`src/rtl/complex_accum.sv`:
```
// Frame accumulator for signed complex products: sums FRAME_LEN accepted samples
// with saturation, then holds the frame sum on a valid/ready port until taken.
module complex_accum #(
  parameter int DATA_W    = 8,
  parameter int ACC_W     = 16,
  parameter int FRAME_LEN = 8,
  parameter int CNT_W     = 4
) (
  input  logic                     clk,
  input  logic                     rst,
  input  logic                     in_valid,
  output logic                     in_ready,
  input  logic signed [DATA_W-1:0] Re_in,
  input  logic signed [DATA_W-1:0] Im_in,
  output logic                     out_valid,
  input  logic                     out_ready,
  output logic signed [ACC_W-1:0]  Re_out,
  output logic signed [ACC_W-1:0]  Im_out,
  output logic                     overflow
);

  typedef enum logic {ACCUM, HOLD} state_t;

  localparam logic [CNT_W-1:0] LAST_CNT = CNT_W'(FRAME_LEN - 1);
  localparam logic signed [ACC_W-1:0] SAT_MAX = {1'b0, {(ACC_W-1){1'b1}}};
  localparam logic signed [ACC_W-1:0] SAT_MIN = {1'b1, {(ACC_W-1){1'b0}}};

  state_t state, state_next;

  logic signed [ACC_W-1:0] acc_re, acc_im;
  logic [CNT_W-1:0]        cnt;
  logic                    frame_ovf;

  logic                    accept, last;
  logic signed [ACC_W:0]   sum_re, sum_im;
  logic signed [ACC_W-1:0] sat_re, sat_im;
  logic                    clamp_re, clamp_im, clamp;

  assign in_ready  = (state == ACCUM) && !rst;
  assign out_valid = (state == HOLD);
  assign accept    = in_valid && in_ready;
  assign last      = (cnt == LAST_CNT);

  // One extra bit of headroom; the top two bits disagree exactly when the
  // true sum falls outside the ACC_W signed range.
  assign sum_re = {acc_re[ACC_W-1], acc_re} + {{(ACC_W+1-DATA_W){Re_in[DATA_W-1]}}, Re_in};
  assign sum_im = {acc_im[ACC_W-1], acc_im} + {{(ACC_W+1-DATA_W){Im_in[DATA_W-1]}}, Im_in};

  always_comb begin
    sat_re   = sum_re[ACC_W-1:0];
    sat_im   = sum_im[ACC_W-1:0];
    clamp_re = 1'b0;
    clamp_im = 1'b0;
    if (sum_re[ACC_W:ACC_W-1] == 2'b01) begin
      sat_re   = SAT_MAX;
      clamp_re = 1'b1;
    end else if (sum_re[ACC_W:ACC_W-1] == 2'b10) begin
      sat_re   = SAT_MIN;
      clamp_re = 1'b1;
    end
    if (sum_im[ACC_W:ACC_W-1] == 2'b01) begin
      sat_im   = SAT_MAX;
      clamp_im = 1'b1;
    end else if (sum_im[ACC_W:ACC_W-1] == 2'b10) begin
      sat_im   = SAT_MIN;
      clamp_im = 1'b1;
    end
  end

  assign clamp = clamp_re || clamp_im;

  always_ff @(posedge clk) begin
    if (rst) state <= ACCUM;
    else     state <= state_next;
  end

  always_comb begin
    state_next = state;
    case (state)
      ACCUM: if (accept && last) state_next = HOLD;
      HOLD:  if (out_ready)      state_next = ACCUM;
      default: state_next = ACCUM;
    endcase
  end

  // The last sample of a frame goes straight into the output registers so the
  // result appears one cycle after its accept, and the accumulators restart clean.
  always_ff @(posedge clk) begin
    if (rst) begin
      acc_re    <= '0;
      acc_im    <= '0;
      cnt       <= '0;
      frame_ovf <= 1'b0;
      Re_out    <= '0;
      Im_out    <= '0;
      overflow  <= 1'b0;
    end else if (accept) begin
      if (last) begin
        Re_out    <= sat_re;
        Im_out    <= sat_im;
        overflow  <= frame_ovf || clamp;
        acc_re    <= '0;
        acc_im    <= '0;
        cnt       <= '0;
        frame_ovf <= 1'b0;
      end else begin
        acc_re    <= sat_re;
        acc_im    <= sat_im;
        cnt       <= cnt + 1'b1;
        frame_ovf <= frame_ovf || clamp;
      end
    end
  end

endmodule
```
`config.mk`:
```
export PLATFORM = sky130hd
export DESIGN_NAME = complex_accum
export DESIGN_NICKNAME = d
export VERILOG_FILES = /design/src/rtl/complex_accum.sv
export SDC_FILE = /design/constraint.sdc
export NUM_CORES = 1
export LEC_CHECK = 0
export CAP_MARGIN = 5
export CELL_PAD_IN_SITES_DETAIL_PLACEMENT = 2
export CELL_PAD_IN_SITES_GLOBAL_PLACEMENT = 2
export CORE_ASPECT_RATIO = 1.1
export CORE_UTILIZATION = 33
export DETAILED_ROUTE_END_ITERATION = 6
export GPL_ROUTABILITY_DRIVEN = 0
export PLACE_DENSITY_LB_ADDON = 0.1
export SLEW_MARGIN = 20
export SYNTH_ARGS = -nofsm -noshare
export SYNTH_HDL_FRONTEND = slang
export SYNTH_SLANG_ARGS = --single-unit
export TNS_END_PERCENT = 50
```
`constraint.sdc`:
```
create_clock -name clk -period 4.93 [get_ports clk]
set_clock_uncertainty 0.15 [all_clocks]
set_input_delay 1.479 -clock clk [delete_from_list [all_inputs] [get_ports clk]]
set_output_delay 1.479 -clock clk [all_outputs]
set_load 0.005 [all_outputs]
```
==> key figures, run 1 <==
Routing
  • Pre-antenna DRT Iters: 4
  • Vias/cell: 5.49
  • Drt total wl: 13.4 mm
  • Routed Antenna Nets: 0
  • WL per Instance: 18.8 µm
  • Vias: slightly below 4k
  • Drt drc: 0
  • Initial drt markers: 106

Power and ir drop
  • Switching part of the total: 37.8%
  • Int Power: 0.00155 W
  • Combinational share of power: 46.7%
  • P per Cell Area: 470 nW/µm²
  • Lkg Pwr: around 2.2 nW
  • Reg power frac: 28.0%
  • Peak supply drop: around 0.2 mV
  • Clk pwr share: 25.3%
  • Psw: 0.000941 W

Layout
  • Area of the multi-input gates: 2570 µm²
  • Design Area, Final: 5300 µm²
  • Nets: 616
  • Post-layout util: 43.8%
  • FF+latch area: approximately 1400 µm²
  • P&R area growth vs syn: 28.7%
  • Ant diodes: 0
  • Fill cell count: 1381
  • Share of cells above drive strength 1: 11.8%

Floorplan
  • Core ar.: 12100 µm²
  • Die area: 12900 µm²
  • Initial core utilization: 34.0%
  • Std-Cell Rows: 42
  • Die Height: 119 µm
  • Die Wd: 108 µm
  • # IOs: 55

Clock tree
  • Hold-fix buffers at CTS: 0
  • H-tree Lvls: 3
  • Post_cts resized: 0
  • CTS tree: yes
  • Clock latency on the worst-skew pair: 0.33 ns
  • Root Buffer: clkbuf_16
  • Clock sink count: 71
  • Maximum clock insertion buffer count: 2
  • CTS clk-pin slew, worst paths: about 0.060 ns
  • Cts bufs inserted: 9
  • Post-CTS setup buffer count: 0

Yosys
  • Most used standard cell by instance count after synthesis: dfxtp_1
  • Top_reg_cell synth: dfxtp_1
  • Seq/Total Area, Yosys: between 30% and 40%
  • Largest cells by area after synthesis: dfxtp_1 (35%), ha_1 (12%), a21oi_1 (6.0%), nor2_1 (4.7%), o21ai_0 (3.4%)
  • Mapped Area: 4110 µm²
  • Syn. warnings: 0
  • Syn Nets: 541
  • Yosys cell types: 49
  • Yosys top cell area share: 34.6%
  • Post-synth EDFFs: 0
  • Async SR Flop Fraction: 0%
  • Syn Area/Cell: 8.57 µm²
  • Yosys top cell by area: dfxtp_1
  • Most frequent cells after synthesis: dfxtp_1 (71), nor2_1 (52), a21oi_1 (49)
  • Synthesized flop and latch total: slightly above 70
  • Mapped Cells: 480

Placed design
  • Area after DPL: 4990 µm²
  • # port buffers: 54
  • Post-DP HPWL: 10.2 mm

Setup path
  • Slowest stage delay, CP: 0.46 ns
  • CP Data Required Time: 5.04 ns
  • Worst r2r dst: acc_im[13]$_SDFFE_PP0P_
  • Worst setup SP type: input pin
  • R2R depth: 16
  • Start-to-end type of the worst setup path: input pin to register
  • CP top delay family: compound AO/OA/AOI/OAI gates
  • R2r setup slk: 1.53 ns
  • CP endpoint kind: register
  • R2R Path Start: acc_im[0]$_SDFFE_PP0P_
  • CP max stage cell: clkdlybuf4s50_1
  • CP max FO: 9
  • Worst Path Buf+Inv: 4
  • Crit path cell chain: clkdlybuf4s50_1, ha_1, inv_1, fa_1, nor2b_1, o2111ai_2, a21oi_2, a211oi_2, o21ai_2, nand2_1, a31o_2, ha_1, buf_4, nor2_2, buf_4, o21ai_0, a21oi_1
  • Critical Path AT: 4.77 ns

STA
  • Final Hold Violating Endpoints: 0
  • Unrepaired setup endpoints after global routing: no
  • Final period util: 94.7%
  • Final Hold Slack: 0.311 ns
  • Max Freq: about 210 MHz
  • Final setup viols: 0
  • Tmin final: 4.67 ns
  • Fin. max-slew vios: 0
  • Worst rel slew slack: 48.5%
  • TNS Setup: 0 ns
  • Slew @ Worst Pin: 0.771 ns

Worst hold path
  • Hold Path End: Re_out[5]$_SDFFE_PP0P_
  • Worst min path class: register to register
  • Hold Path Depth: 2
  • Hold Startpoint: Re_out[5]$_SDFFE_PP0P_

GRT
  • Initial antenna violation count: 0
  • GR Util All Layers: 22.0%
  • First-pass GRT wire length: 22.1 mm
  • Vias in the first global route: about 4.4k
  • Remaining global-route overflow: 0
  • Largest net degree at the start of global routing: 47

Flow run
  • Max_cap viols: 0

Status
  • Outcome: complete, no violations
[cell type report]
type / instances / share of cell area, %
Inverter: 10 / 0.780
Clock inverter: 3 / 0.851
Clock buffer: 12 / 4.47
Multi-Input combinational cell: 376 / 48.5
Timing Repair Buffer: 87 / 14.9
Tap cell: 154 / 3.64
Sequential cell: 71 / 26.8
[flip-flops by register name, indices dropped and copies added (netlist names)]
name and cells:
frame_ovf 1, Re_out 16, overflow 1, acc_im 16
Im_out 16, acc_re 16, cnt 4, out_valid 1
[kinds of logic after synthesis]
logic type | after synthesis | share of synthesized area [%]
simple gates | 148 | 16.9
flops | 71 | 34.6
compound gates | 157 | 25.9
fa+ha+maj | 41 | 12.8
xor+xnor | 30 | 6.39
buf+inv | 33 | 3.44
[stage by stage]
step	setup WS, ns	total power, W	instances
CTS	0.0193	0.00251	713
detailed placement	-0.309	0.00186	698
finish	0.263	0.00249	713
global placement	-0.205	0.00181	698
floorplan	0.657	0.00148	480
global route	0.0219	0.00267	713
[worst max path at each step]
| stage | from | to | slack, ns | depth (start not counted) |
|---|---|---|---|---|
| after floorplan | Im_in[1] | acc_im[4]$_SDFFE_PP0P_ | 0.66 | 13 |
| after global placement | Im_in[0] | acc_im[13]$_SDFFE_PP0P_ | -0.20 | 15 |
| after detailed placement | Im_in[0] | acc_im[13]$_SDFFE_PP0P_ | -0.31 | 15 |
| after CTS | Im_in[0] | acc_im[14]$_SDFFE_PP0P_ | 0.02 | 15 |
| after global routing | Im_in[0] | acc_im[13]$_SDFFE_PP0P_ | 0.02 | 17 |
| final | Im_in[0] | acc_im[13]$_SDFFE_PP0P_ | 0.26 | 17 |
[power by group through the flow]
stage	Clock [W]	Sequential (W)	Combinational [W]
floorplan	0	0.000693	0.000789
global placement	0	0.000708	0.00111
detailed placement	0	0.000711	0.00115
CTS	0.000644	0.000700	0.00116
global route	0.000670	0.000708	0.00129
finish	0.000630	0.000699	0.00116
[worst reg2reg max path, delay by kind of cell, from the launching register on]
family,cells,cell delay (ns)
compound gates,7,1.16
flops,1,0.34
buf+inv,3,0.44
simple gates,3,0.40
fa+ha+maj,3,0.85
[layout by cell type (no fill, tap or decap), drive strengths merged, types with 4 or more instances in the layout]
cell type	n
o21a	4
and3	6
clkdlybuf4s50	54
nand2	35
a221o	9
clkbuf	12
nand3	18
xnor2	16
ha	39
a31oi	5
nand3b	11
dfxtp	71
a211oi	7
nor2	53
a221oi	6
buf	33
a21oi	51
a21o	10
a22oi	5
nor2b	5
xor2	14
inv	7
o2bb2ai	7
nor3	7
a31o	4
o21ai	33
[routing by layer]
metal  track usage [%]  wire length [µm]  up-vias  share of wire (%)
li1                  -                 -     1901                  -
met1              25.5              5910     1963                 44
met2              40.9              7100       39                 53
met3              3.34               264        9                2.0
met4              6.08               145        0                1.1
met5                 0                 0        -                  0
(Power assumes the default switching activity.)
==> run 2: changes to the inputs <==
--- a/config.mk
+++ b/config.mk
@@ -5,11 +5,11 @@
 export SDC_FILE = /design/constraint.sdc
 export NUM_CORES = 1
 export LEC_CHECK = 0
-export CAP_MARGIN = 5
+export CAP_MARGIN = 0
 export CELL_PAD_IN_SITES_DETAIL_PLACEMENT = 2
 export CELL_PAD_IN_SITES_GLOBAL_PLACEMENT = 2
 export CORE_ASPECT_RATIO = 1.1
-export CORE_UTILIZATION = 33
+export CORE_UTILIZATION = 30
 export DETAILED_ROUTE_END_ITERATION = 6
 export GPL_ROUTABILITY_DRIVEN = 0
 export PLACE_DENSITY_LB_ADDON = 0.1
==> constraint.sdc (replaced) <==
create_clock -name clk -period 4.1 [get_ports clk]
set_clock_uncertainty 0.15 [all_clocks]
set_input_delay 1.23 -clock clk [delete_from_list [all_inputs] [get_ports clk]]
set_output_delay 1.23 -clock clk [all_outputs]
set_load 0.005 [all_outputs]
==> key figures, run 2 (same netlist as run 1, synthesis figures left out) <==
Status
  • Outcome: complete, but fails checks (was complete, no violations)
  • Failing checks: setup timing

Routing
  • Vias/cell: 5.30 (was 5.49)
  • Routed Antenna Nets: 0 (unchanged)
  • Drt total wl: 18.8 mm (was 13.4 mm)
  • Drt drc: 0 (unchanged)
  • Pre-antenna DRT Iters: 4 (unchanged)
  • Initial drt markers: 160 (was 106)
  • Vias: 4434 (was 3912)
  • WL per Instance: 22.5 µm (was 18.8 µm)

Floorplan
  • Die Wd: 114 µm (was 108 µm)
  • Die Height: 125 µm (was 119 µm)
  • # IOs: 55 (unchanged)
  • Die area: 14200 µm² (was 12900 µm²)
  • Std-Cell Rows: 44 (was 42)
  • Initial core utilization: 31.0% (was 34.0%)
  • Core ar.: 13300 µm² (was 12100 µm²)

Layout
  • Commonest non-fill, non-tap cells in the layout: buf_4 (117), dfxtp_1 (71), nor2_1 (48) (was dfxtp_1 (71), clkdlybuf4s50_1 (54), nor2_1 (52))
  • Nets: 708 (was 616)
  • P&R area growth vs syn: 58.3% (was 28.7%)
  • Share of cells above drive strength 1: 32.5% (was 11.8%)
  • Post-layout util: 49.1% (was 43.8%)
  • Commonest non-fill, non-tap cell in the layout: buf_4 (was dfxtp_1)
  • Ant diodes: 0 (unchanged)
  • Fill cell count: 1424 (was 1381)

STA
  • Setup WS post-layout: -0.0675 ns (was 0.263 ns)
  • Final Hold Violating Endpoints: 0 (unchanged)
  • Max Freq: approximately 240 MHz
  • Worst rel slew slack: 56.2% (was 48.5%)
  • Fin. max-slew vios: 0 (unchanged)
  • Tmin final: 4.17 ns
  • Final setup viols: 9 (was 0)
  • Slew @ Worst Pin: 0.655 ns (was 0.771 ns)
  • Final period util: 102%
  • Final Hold Slack: 0.323 ns (was 0.311 ns)

Clock tree
  • Clock sink count: 71 (unchanged)
  • Root Buffer: clkbuf_16 (unchanged)
  • CTS tree: yes (unchanged)
  • Cts bufs inserted: 9 (unchanged)
  • Maximum clock insertion buffer count: 2 (unchanged)
  • Clock latency on the worst-skew pair: 0.35 ns (was 0.33 ns)
  • H-tree Lvls: 3 (unchanged)
  • CTS clk-pin slew, worst paths: 0.06 ns (about the same)

Setup path
  • Crit path cell chain: clkdlybuf4s50_1, ha_4, nand4_1, a31oi_4, a211oi_2, o211ai_1, o211ai_1, buf_4, xnor2_2, ha_4, buf_6, buf_4, a21oi_2, o21ai_0 (was clkdlybuf4s50_1, ha_1, inv_1, fa_1, nor2b_1, o2111ai_2, a21oi_2, a211oi_2, o21ai_2, nand2_1, a31o_2, ha_1, buf_4, nor2_2, buf_4, o21ai_0, a21oi_1)
  • CP Data Required Time: 4.20 ns (was 5.04 ns)
  • Critical Path AT: 4.27 ns (was 4.77 ns)
  • CP max stage cell: clkdlybuf4s50_1 (unchanged)
  • Worst setup SP type: input pin (unchanged)
  • Worst Path Buf+Inv: 4 (unchanged)
  • Slowest stage delay, CP: 0.44 ns (was 0.46 ns)
  • Start-to-end type of the worst setup path: input pin to register (unchanged)
  • CP max FO: 9 (unchanged)
  • CP top delay family: compound AO/OA/AOI/OAI gates (unchanged)
  • CP endpoint kind: register (unchanged)

GRT
  • Busiest grt layer: met2 (unchanged)
  • GR Util All Layers: 25.8% (was 22.0%)
  • First-pass GRT wire length: 27.9 mm (was 22.1 mm)
  • Remaining global-route overflow: 0 (unchanged)
  • Met1 GRT Util: 28.2% (was 25.5%)
  • Grt met2 use: 49.4% (was 40.9%)
  • M3 GR Usage: 3.99% (was 3.34%)
  • Vias in the first global route: 5171 (was 4398)
  • Initial antenna violation count: 0 (unchanged)
  • Largest net degree at the start of global routing: 47 (unchanged)

Placed design
  • Post-DP HPWL: 11.7 mm (was 10.2 mm)
  • # port buffers: 54 (unchanged)

Power and ir drop
  • Peak supply drop: 0.252 mV (was 0.206 mV)
  • P per Cell Area: 599 nW/µm² (was 470 nW/µm²)
  • Lkg Pwr: 2.77 nW (was 2.18 nW)

Flow run
  • Max_cap viols: 0 (unchanged)

Worst hold path
  • Worst min path class: register to register (unchanged)
run 2: cell count changes in the layout (fill, tap and decap cells not counted), moves of 6 or more:
cell,delta
ha_4,+15
ha_1,-17
dlymetal6s2s_1,+6
clkdlybuf4s50_1,-12
buf_4,+84
a21oi_1,-8
buf_6,+8
dlygate4sd2_1,+6
run 2: final cells by class:
cell class | instances | area, µm² | share of cell area, %
clock inverter | 4 | 70.1 | 1.08
multi-input combinational | 376 | 3000 | 46.0
timing repair buffer | 179 | 1520 | 23.3
inverter | 10 | 38.8 | 0.596
sequential | 71 | 1420 | 21.8
tap | 184 | 230 | 3.54
clock buffer | 12 | 236 | 3.63
run 2: worst min-delay path: stages, from the launching register on:
cell and delay, ns:
dfxtp_1 0.32, nand3_1 0.07, nand2_1 0.05
run 2: where the power goes:
group          switching, W  leakage, nW  internal (W)  total (W)
registers         0.0000854        0.578      0.000782   0.000868
logic               0.00112         2.04       0.00106    0.00218
clock network      0.000324        0.151      0.000532   0.000856
total               0.00153         2.77       0.00237    0.00390
run 2: per-stage QoR:
stage | power [W] | cells | setup WS [ns] | TNS (ns) | instance area, µm²
after floorplan | 0.00178 | 480 | 0.0762 | 0 | 4110
after global placement | 0.00248 | 798 | -0.529 | -26.45 | 5550
after detailed placement | 0.00257 | 798 | -0.633 | -35.15 | 5550
after CTS | 0.00366 | 826 | -0.00138 | -0.00138 | 6240
after global routing | 0.00410 | 836 | -0.174 | -3.62 | 6510
final | 0.00390 | 836 | -0.0675 | -0.217 | 6510
run 2: final timing paths:
kind | start | endpoint | slack [ns] | cells past startpoint
min | Re_out[2]$_SDFFE_PP0P_ | Re_out[2]$_SDFFE_PP0P_ | 0.32 | 2
min reg2reg | Re_out[2]$_SDFFE_PP0P_ | Re_out[2]$_SDFFE_PP0P_ | 0.32 | 2
max | Re_in[3] | acc_re[7]$_SDFFE_PP0P_ | -0.07 | 14
max reg2reg | acc_re[0]$_SDFFE_PP0P_ | acc_re[7]$_SDFFE_PP0P_ | 0.67 | 16
run 2: layer usage:
layer	part of all wire (%)	vias up
li1	-	2081
met3	2.2	27
met4	2.5	0
met5	0	-
met2	56	80
met1	39	2246
run 2: timing repair:
item,in CTS,in global routing
hold buffers,0,0
gates resized for setup,67,34
setup buffers,12,10
endpoints found under the setup margin,65,65
pin swaps,34,30
==> run 3: changes to the inputs <==
--- a/config.mk
+++ b/config.mk
@@ -9,6 +9,7 @@
 export CELL_PAD_IN_SITES_DETAIL_PLACEMENT = 2
 export CELL_PAD_IN_SITES_GLOBAL_PLACEMENT = 2
 export CORE_ASPECT_RATIO = 1.1
+export CORE_MARGIN = 2
 export CORE_UTILIZATION = 30
 export DETAILED_ROUTE_END_ITERATION = 6
 export GPL_ROUTABILITY_DRIVEN = 0
==> constraint.sdc (replaced) <==
create_clock -name clk -period 4.1 [get_ports clk]
set_clock_uncertainty 0.15 [all_clocks]
set_input_delay 0.82 -clock clk [delete_from_list [all_inputs] [get_ports clk]]
set_output_delay 0.82 -clock clk [all_outputs]
set_load 0.005 [all_outputs]
==> key figures, run 3 (same netlist as run 1, synthesis figures left out) <==
Setup path
  • CP most frequent cell: ha_1
  • CP top delay family: compound AO/OA/AOI/OAI gates (unchanged)
  • CP Data Required Time: 4.20 ns (about the same)
  • Start-to-end type of the worst setup path: input pin to register (unchanged)
  • Worst setup SP type: input pin (unchanged)
  • CP max FO: 7 (was 9)
  • Crit path cell chain: clkdlybuf4s50_1, ha_1, inv_1, fa_1, nor2b_2, o2111ai_1, nand3b_1, nand4_1, a31oi_2, nand2_1, a31o_2, ha_1, inv_2, buf_4, a21oi_1, o21ai_0 (was clkdlybuf4s50_1, ha_4, nand4_1, a31oi_4, a211oi_2, o211ai_1, o211ai_1, buf_4, xnor2_2, ha_4, buf_6, buf_4, a21oi_2, o21ai_0)
  • CP endpoint kind: register (unchanged)
  • Slowest stage delay, CP: 0.46 ns (was 0.44 ns)
  • Critical Path AT: 4.00 ns (was 4.27 ns)
  • Worst Path Buf+Inv: 4 (unchanged)
  • CP max stage cell: clkdlybuf4s50_1 (unchanged)

Flow run
  • Max_cap viols: 0 (unchanged)

Routing
  • Initial drt markers: 114 (was 160)
  • Vias/cell: 5.16 (was 5.30)
  • Vias: 3976 (was 4434)
  • Drt total wl: 13.9 mm (was 18.8 mm)
  • Drt drc: 0 (unchanged)
  • WL per Instance: 18.1 µm (was 22.5 µm)
  • Routed Antenna Nets: 0 (unchanged)
  • Pre-antenna DRT Iters: 4 (unchanged)

STA
  • Final period util: 95.2% (was 102%)
  • Final Hold Violating Endpoints: 0 (unchanged)
  • Final setup viols: 0 (was 9)
  • Max Freq: 256 MHz (was 240 MHz)
  • Final Hold Slack: 0.312 ns (was 0.323 ns)
  • Worst rel slew slack: 48.1% (was 56.2%)
  • Slew @ Worst Pin: 0.776 ns (was 0.655 ns)
  • Fin. max-slew vios: 0 (unchanged)
  • Tmin final: 3.90 ns (was 4.17 ns)
  • TNS Setup: 0 ns (was -0.217 ns)
  • Setup WS post-layout: 0.198 ns (was -0.0675 ns)

GRT
  • GR Util All Layers: 19.9% (was 25.8%)
  • Largest net degree at the start of global routing: 47 (unchanged)
  • First-pass GRT wire length: 23.1 mm (was 27.9 mm)
  • Vias in the first global route: 4471 (was 5171)
  • Remaining global-route overflow: 0 (unchanged)
  • Initial antenna violation count: 0 (unchanged)

Clock tree
  • Hold-fix buffers at CTS: 0 (unchanged)
  • Clock latency on the worst-skew pair: 0.34 ns (was 0.35 ns)
  • H-tree Lvls: 3 (unchanged)
  • Clock sink count: 71 (unchanged)
  • Cts bufs inserted: 9 (unchanged)
  • CTS clk-pin slew, worst paths: 0.06 ns (about the same)
  • CTS tree: yes (unchanged)
  • Maximum clock insertion buffer count: 2 (unchanged)
  • Root Buffer: clkbuf_16 (unchanged)

Layout
  • Nets: 645 (was 708)
  • Fill cell count: 1493 (was 1424)
  • Share of cells above drive strength 1: 17.5% (was 32.5%)
  • Commonest non-fill, non-tap cells in the layout: dfxtp_1 (71), buf_4 (60), clkdlybuf4s50_1 (54) (was buf_4 (117), dfxtp_1 (71), nor2_1 (48))
  • P&R area growth vs syn: 35.9% (was 58.3%)
  • Commonest non-fill, non-tap cell in the layout: dfxtp_1 (was buf_4)
  • Design Area, Final: 5590 µm² (was 6510 µm²)
  • Post-layout util: 42.0% (was 49.1%)
  • Ant diodes: 0 (unchanged)

Floorplan
  • Initial core utilization: 30.9% (was 31.0%)
  • Die Wd: 116 µm (was 114 µm)
  • Die Height: 127 µm (was 125 µm)
  • # IOs: 55 (unchanged)
  • Std-Cell Rows: 44 (unchanged)
  • Die area: 14700 µm² (was 14200 µm²)
  • Core ar.: 13300 µm² (about the same)

Placed design
  • Worst slack, placed: -0.299 ns (was -0.633 ns)
  • Area after DPL: 5250 µm² (was 5550 µm²)
  • Post-DP HPWL: 10.4 mm (was 11.7 mm)
  • # port buffers: 54 (unchanged)

Worst hold path
  • Worst min path class: register to register (unchanged)

Power and ir drop
  • Peak supply drop: 0.163 mV (was 0.252 mV)
  • P per Cell Area: 566 nW/µm² (was 599 nW/µm²)
  • Lkg Pwr: 2.35 nW (was 2.77 nW)

Status
  • Outcome: complete, no violations (was complete, but fails checks)
[run 3: changes by cell type in the layout (fill, tap and decap cells not counted), sizes merged]
cell,previous run,this run
buf,125,62
clkdlybuf4s50,42,54
dlygate4sd2,6,0
dlymetal6s2s,6,0
clkbuf,12,10
inv,7,9
bufinv,2,1
clkinv,5,4
[run 3: tightest hold or removal path, stage by stage, from the launching register on]
cell and delay [ns]:
dfxtp_1 0.31, nand3_1 0.06, nand2_1 0.05
[run 3: metrics by stage]
step	std cells	total power [W]
floorplan	480	0.00178
finish	771	0.00317
CTS	770	0.00318
detailed placement	756	0.00238
global route	771	0.00342
global placement	756	0.00232
[run 3: what timing repair did]
item / in CTS / in global routing
setup buffers: 0 / 1
endpoints found under the setup margin: 0 / 51
resized for setup: 0 / 15
[run 3: layout make-up]
| class | count | area [µm²] | share of cell area (%) |
|---|---|---|---|
| Timing Repair Buffer | 116 | 1020 | 18.3 |
| Inverter | 10 | 37.5 | 0.671 |
| Sequential cell | 71 | 1420 | 25.4 |
| Multi-Input combinational cell | 376 | 2600 | 46.5 |
| Clock buffer | 10 | 229 | 4.10 |
| Tap cell | 184 | 230 | 4.12 |
| Clock inverter | 4 | 48.8 | 0.873 |
[run 3: final timing paths]
check,startpoint,end,slack [ns],cells after the start
worst max-delay path,Re_in[0],acc_re[7]$_SDFFE_PP0P_,0.20,16
worst min-delay path,Re_out[2]$_SDFFE_PP0P_,Re_out[2]$_SDFFE_PP0P_,0.31,2
worst max register to register,acc_re[0]$_SDFFE_PP0P_,acc_re[7]$_SDFFE_PP0P_,0.82,15
worst min register to register,Re_out[2]$_SDFFE_PP0P_,Re_out[2]$_SDFFE_PP0P_,0.31,2
[run 3: metal layers]
metal | vias to the layer above | GRT usage (%) | wire length [µm]
li1 | 1948 | - | -
met2 | 40 | 37.0 | 7480
met3 | 12 | 2.87 | 236
met4 | 0 | 5.81 | 189
met1 | 1976 | 23.4 | 6020
met5 | - | 0 | 0
[run 3: report_power, final]
part           switching (W)  internal, W
sequential         0.0000593     0.000782
combinational       0.000834     0.000734
clock               0.000293     0.000463
